**src/rtl/alu_pkg.sv**
```systemverilog
// Shared types and constants for the RV32I execute-stage ALU.
package alu_pkg;

  localparam int DW_DEFAULT = 32;

  // Operation select, matching the RV32I funct3 encoding.
  typedef enum logic [2:0] {
    ALU_ADD  = 3'd0,
    ALU_SLL  = 3'd1,
    ALU_SLT  = 3'd2,
    ALU_SLTU = 3'd3,
    ALU_XOR  = 3'd4,
    ALU_SR   = 3'd5,
    ALU_OR   = 3'd6,
    ALU_AND  = 3'd7
  } alu_op_e;

endpackage

```
**src/rtl/alu_new_comb.sv**
```systemverilog
// Combinational operation mux of the ALU; func7_5 only matters for ADD/SUB and SRL/SRA.
module alu_new_comb
  import alu_pkg::*;
#(
  parameter int DW = DW_DEFAULT
) (
  input  logic          i_func7_5,
  input  logic [DW-1:0] i_op_a,
  input  logic [DW-1:0] i_op_b,
  input  logic [2:0]    i_ctl,
  output logic [DW-1:0] o_result
);

  localparam int SHW = $clog2(DW);

  logic [SHW-1:0] w_sh;
  assign w_sh = i_op_b[SHW-1:0];

  // Select the result for the current funct3 encoding.
  always_comb begin
    o_result = {DW{1'b0}};
    case (i_ctl)
      ALU_ADD: begin
        if (i_func7_5) begin
          o_result = i_op_a - i_op_b;
        end else begin
          o_result = i_op_a + i_op_b;
        end
      end
      ALU_SLL:  o_result = i_op_a << w_sh;
      ALU_SLT:  o_result = {{(DW-1){1'b0}}, ($signed(i_op_a) < $signed(i_op_b))};
      ALU_SLTU: o_result = {{(DW-1){1'b0}}, (i_op_a < i_op_b)};
      ALU_XOR:  o_result = i_op_a ^ i_op_b;
      ALU_SR: begin
        if (i_func7_5) begin
          o_result = $unsigned($signed(i_op_a) >>> w_sh);
        end else begin
          o_result = i_op_a >> w_sh;
        end
      end
      ALU_OR:   o_result = i_op_a | i_op_b;
      ALU_AND:  o_result = i_op_a & i_op_b;
      default:  o_result = {DW{1'b0}};
    endcase
  end

endmodule

```
**src/rtl/alu_new.sv**
```systemverilog
// RV32I execute-stage ALU: combinational op mux followed by an async-cleared result
// register, giving one cycle of latency into writeback.
module alu_new
  import alu_pkg::*;
#(
  parameter int DW = DW_DEFAULT
) (
  input  logic          clk,
  input  logic          rst_n,
  input  logic          func7_5,
  input  logic [DW-1:0] alu_operand_1_i,
  input  logic [DW-1:0] alu_operand_2_i,
  input  logic [2:0]    alu_control,
  output logic [DW-1:0] alu_result_o
);

  logic [DW-1:0] w_result;
  logic [DW-1:0] r_result;

  alu_new_comb #(
    .DW (DW)
  ) u_comb (
    .i_func7_5 (func7_5),
    .i_op_a    (alu_operand_1_i),
    .i_op_b    (alu_operand_2_i),
    .i_ctl     (alu_control),
    .o_result  (w_result)
  );

  // Result register; a new operation is captured every cycle.
  always_ff @(posedge clk or negedge rst_n) begin
    if (!rst_n) begin
      r_result <= {DW{1'b0}};
    end else begin
      r_result <= w_result;
    end
  end

  assign alu_result_o = r_result;

endmodule

```
**config.mk**
```make
export PLATFORM = sky130hd
export DESIGN_NAME = alu_new
export DESIGN_NICKNAME = d
export VERILOG_FILES = /design/src/rtl/alu_pkg.sv /design/src/rtl/alu_new_comb.sv /design/src/rtl/alu_new.sv
export SDC_FILE = /design/constraint.sdc
export NUM_CORES = 1
export LEC_CHECK = 0
export ABC_AREA = 1
export BUFFER_PORTS_ARGS = -buffer_cell sky130_fd_sc_hd__buf_2
export CAP_MARGIN = 0
export CORE_ASPECT_RATIO = 1.75
export CORE_MARGIN = 1
export CORE_UTILIZATION = 45
export CTS_CLUSTER_SIZE = 12
export DETAILED_ROUTE_END_ITERATION = 7
export PLACE_DENSITY = 0.68
export SLEW_MARGIN = 5
export SYNTH_ARGS = -nofsm -noshare
export SYNTH_HDL_FRONTEND = slang
export SYNTH_SLANG_ARGS = --single-unit
```
**constraint.sdc**
```tcl
create_clock -name clk -period 0.8 [get_ports clk]
set_input_delay 0 -clock clk [delete_from_list [all_inputs] [get_ports clk]]
set_output_delay 0 -clock clk [all_outputs]
set_load 0.005 [all_outputs]
```
==> results.md, run 1 <==
- Outcome: stopped before the end
- Halt point of the flow: global routing
- Stop err: [ERROR GRT-0232] Routing congestion too high. Check the congestion heatmap in the GUI.
- Async SR Flop Fraction: 1.000
- EDFF count, synth: 0
- Sequential fraction of the synthesis area: 0.07649
- Worst-path end type: register input
- Row count: 73
- Syn nets: 2202
- GR repair worst EP: alu_result_o[15]$_DFF_PN0_/D
- CTS sink count: 32
- Root Driver: clkbuf_16
- Die Wd: 117.3 um
- Post-synthesis mux area share: 0.006693
- HPWL Detailed: 45630 um
- Initial core utilization: 0.4603
- GP Congestion: 1.055
- Netlist cell types: 47
- Largest net degree at the start of global routing: 62
- I/O Buffers: 101
- Simple-gate area share of the yosys netlist: 0.4941
- CTS Buf Count: 5
- Main synth FF type: dfrtp_1
- Seq cells post-synth: 32
- Compound-Gate Fraction of Synth Area: 0.1505
- H-tree depth: 2
- Post-Synth XOR/XNOR Area: 0.006693
- Syn Inst Count: 2033
- Synth Area in Adders: 0.1198
- Yosys warns: 0
- Io pins: 102
- Die H: 203.8 um
- Gr ovfl total: 2
- Main combinational cell family by area after synthesis: simple AND/OR/NAND/NOR gates
- Post-DP Area: 0.01454 mm2
- Synth Cell Area: 0.01047 mm2
- All-Layer GR Usage: 0.6223
- Clk buf depth: 2
- Syn avg cell area: 5.149 um2
## stage by stage
stage / instances / setup slack, ns
after floorplan: 2033 / -0.7767
after CTS: 2813 / -0.7208
after detailed placement: 2776 / -1.338
after global placement: 2776 / -1.338
## layer usage
layer / global-route usage / overflow
met1: 0.6179 / 0
met2: 0.8943 / 1
met3: 0.3115 / 0
met4: 0.6860 / 1
met5: 0.02292 / 0
## cells by family after synthesis
kind of cell / after synthesis
simple gates: 1248
fa+ha+maj: 99
buf+inv: 372
flops: 32
mux: 7
compound gates: 267
xor+xnor: 8
## synth_stat cells (15+ instances only)
library cell,instances,area (um2)
buf_2,55,275.3
inv_1,257,964.7
o21ai_0,54,270.3
dfrtp_1,32,800.8
o22ai_1,15,93.84
o211ai_1,32,240.2
nand3_1,275,1376
nand2_1,764,2868
a21oi_1,102,510.5
ha_1,97,1214
nor2_1,158,593.1
clkbuf_1,27,101.4
o21ai_1,18,90.09
## what timing repair did
action                                  in CTS
hold buffers                                 1
endpoints found under the setup margin      46
resized for setup                          619
hold endpoints to repair                    32
pin swaps                                  191
gates cloned                                 5
setup buffers                               27
==> inputs of run 2 (changes only) <==
Settings changed: CORE_ASPECT_RATIO 1.75 to unset, CORE_UTILIZATION 45 to 30, CTS_CLUSTER_SIZE 12 to unset, PLACE_DENSITY 0.68 to unset, PLACE_DENSITY_LB_ADDON set to 0.15.
==> run 2 against run 1 <==
The flow now finishes, with violations (design-rule violations, negative setup slack); synthesized area unchanged; synthesized cell count unchanged.
==> results.md, run 2 <==
- Outcome: finished with violations (was stopped before the end)
- Violated checks: design-rule violations, negative setup slack
- Gr ovfl total: 0
- Detailed Routing Iterations Pass 1: 8
- Sequential fraction of the synthesis area: 0.07649 (unchanged)
- Area Overhead vs Synth: 74.47%
- Worst IR Drop VDD: 0.9144 mV
- Row count: 68 (was 73)
- Layout Cells excl Fill: 3000
- EDFF count, synth: 0 (unchanged)
- Initial core utilization: 0.3038 (was 0.4603)
- Yosys warns: 0 (unchanged)
- All-Layer GR Usage: 0.3462
- CTS tree: done
- Number of fill cells: 3637
- Yosys top cell area share: 0.2739 (unchanged)
- CTS sink count: 32 (unchanged)
- Syn nets: 2202 (unchanged)
- Antenna diodes: 0
- Sw frac: 0.4844
- Clock-pin slew on the worst setup and hold paths: 0.07 ns
- Final slew viol count: 0
- Synth Cell Area: 0.01047 mm2 (unchanged)
- Unrepaired setup endpoints after global routing: true
- Syn Inst Count: 2033 (unchanged)
- Wirelength per Cell: 20.96 um
- Main synth FF type: dfrtp_1 (unchanged)
- Syn avg cell area: 5.149 um2 (unchanged)
- Netlist cell types: 47 (unchanged)
- Max_cap viols: 0
- DRC: 1
- Max Freq: 651.9 MHz
- Number of global-route vias before repair: 14870
- Largest net degree at the start of global routing: 53
- Clk buf depth: 2 (unchanged)
- # nets final: 2713
- Average vias per placed instance: 5.257
- Most common cell in the netlist: nand2_1 (unchanged)
- CTS Buf Count: 5 (unchanged)
- Crit Path Class: in -> reg
- Utilization after layout: 0.5301
- Synth top cells by count: 764 x nand2_1, 275 x nand3_1, 257 x inv_1, 158 x nor2_1, 102 x a21oi_1 (unchanged)
- HPWL Detailed: 50880 um (was 45630 um)
- Fin Setup TNS: -20.89 ns
- Max reg flops: 32
- Critical path data arrival time: 1.72 ns
- Share of cells above drive strength 1: 0.4703
- First-pass GRT wire length: 91860 um
- Post-route design area: 0.01827 mm2
- Clock share of power: 0.149
- Seq pwr share: 0.113
- CP startpoint kind: primary input
- Final wirelength: 62880 um
- Net Switching: 8409 uW
- Async SR Flop Fraction: 1.000 (unchanged)
- Pwr/cell area: 950.5 mW/mm2
- Tmin final: 1.534 ns
- Root Driver: clkbuf_16 (unchanged)
- Setup violators final: 51
- Gate power share: 0.737
- Die area: 0.03565 mm2
- DRT antenna net count: 0
- Final Hold Vio Count: 0
- Pint: 8951 uW
- Leak pwr: 0.009531 uW
- Placed Cells: 2947 (was 2776)
- Most frequent cells in the layout: 566 x nand2_1, 455 x buf_4, 205 x nand3_1
- Core area: 0.03446 mm2
- Die H: 188.8 um (was 203.8 um)
- GP Congestion: 0.9898 (was 1.055)
- Seq cells post-synth: 32 (unchanged)
- Most common cell after layout, fill and taps aside: nand2_1
- Hold WS: 0.07841 ns
- Req. time, crit path: 0.98 ns
- Worst slew margin: 0.5887
- Io pins: 102 (unchanged)
- Area contributors post-synth: nand2_1 27%, nand3_1 13%, ha_1 12% (unchanged)
- I/O Buffers: 101 (unchanged)
- Crit end category: flop
- H-tree depth: 2 (unchanged)
- Die Wd: 188.8 um (was 117.3 um)
- Post-route worst setup slack: -0.7339 ns
- DR iter-0 viols: 1399
- Fin crit share: 1.917
- Crit-path max FO: 4
- Hold crit path type: in -> async
- Leading area contributor after synthesis: nand2_1 (unchanged)
- Vias: 15770
- Worst slew pin tran: 0.6142 ns
- Post-DP Area: 0.01482 mm2 (was 0.01454 mm2)
- Antenna violations before repair: 0
-- run 2: cell counts after synthesis --
Identical to the previous run, type by type.
-- run 2: cell families (layout without fill, tap and decap cells) --
| logic type | count (synthesis) | in the layout | synth area share |
|---|---|---|---|
| multiplexers | 7 | 7 | 0.006693 |
| AND/OR/NAND/NOR | 1248 | 1248 | 0.4941 |
| adder cells (fa/ha/maj) | 99 | 99 | 0.1198 |
| buffers and inverters | 372 | 884 | 0.1458 |
| flip-flops | 32 | 32 | 0.07649 |
| XOR/XNOR | 8 | 8 | 0.006693 |
| AO/OA/AOI/OAI | 267 | 267 | 0.1505 |
-- run 2: critical path, stage by stage --
cell and delay (ns):
buf_12 0.09, inv_8 0.03, buf_6 0.10, fa_2 0.38, inv_2 0.08, nand3_2 0.08, nand2_4 0.12, buf_6 0.11
nand2_4 0.05, nand2_4 0.10, nand2_4 0.06, nand3_4 0.09, nand2_1 0.06, nand2_1 0.09, nand2_1 0.06, nand2_1 0.06
nand2_1 0.04, nand2_1 0.06, nand2_1 0.05
-- run 2: how the worst max path moves through the flow --
stage / slack [ns] / endpoint / cells past startpoint / start
global route: -0.82 / alu_result_o[24]$_DFF_PN0_ / 15 / alu_operand_1_i[8]
detailed placement: -1.35 / alu_result_o[30]$_DFF_PN0_ / 17 / alu_operand_1_i[13]
global placement: -1.35 / alu_result_o[30]$_DFF_PN0_ / 18 / alu_operand_1_i[1]
CTS: -0.71 / alu_result_o[28]$_DFF_PN0_ / 18 / alu_operand_1_i[0]
floorplan: -0.78 / alu_result_o[28]$_DFF_PN0_ / 17 / alu_operand_2_i[3]
finish: -0.73 / alu_result_o[30]$_DFF_PN0_ / 19 / alu_operand_1_i[1]
-- run 2: metrics by stage --
step | setup WS, ns | power, uW
floorplan | -0.7767 | 6800
global placement | -1.350 | 11910
global route | -0.8244 | 18300
finish | -0.7339 | 17360
detailed placement | -1.351 | 11900
CTS | -0.7122 | 16360
-- run 2: repair_timing --
item / CTS / global route
hold buffers: 1 / 0
cloned: 2 / 0
buffers inserted: 27 / 18
pin swaps: 116 / 115
resized for setup: 610 / 218
setup endpoints to repair: 52 / 53
hold endpoints to repair: 32 / 0
-- run 2: area by class of cell --
class	count	area [um2]	share of cell area
Clock buffer	7	152.6	0.008357
Clock inverter	1	30.03	0.001644
Inverter	267	1130	0.06186
Multi-Input combinational cell	1629	10580	0.5791
Sequential cell	32	802.0	0.04391
Tap cell	455	569.3	0.03117
Timing Repair Buffer	609	5005	0.2740
-- run 2: routing by layer --
metal  vias up  share of wire  global-route usage
met5         -              0                   0
met4         0          0.059              0.1616
met3       114          0.060             0.02496
met2       687           0.45              0.5655
met1      7434           0.43              0.4615
li1       7536              -                   -
-- run 2: power groups by stage --
| stage | Clock [uW] | Sequential, uW | Combinational, uW |
|---|---|---|---|
| 2_1_floorplan | 0 | 1950 | 4850 |
| 3_3_place_gp | 0 | 1980 | 9920 |
| 3_5_place_dp | 0 | 1980 | 9930 |
| 4_1_cts | 2590 | 1960 | 11800 |
| 5_1_grt | 2650 | 1980 | 13700 |
| 6_report | 2590 | 1970 | 12800 |
Note: power is estimated with default switching activity, not from simulation.
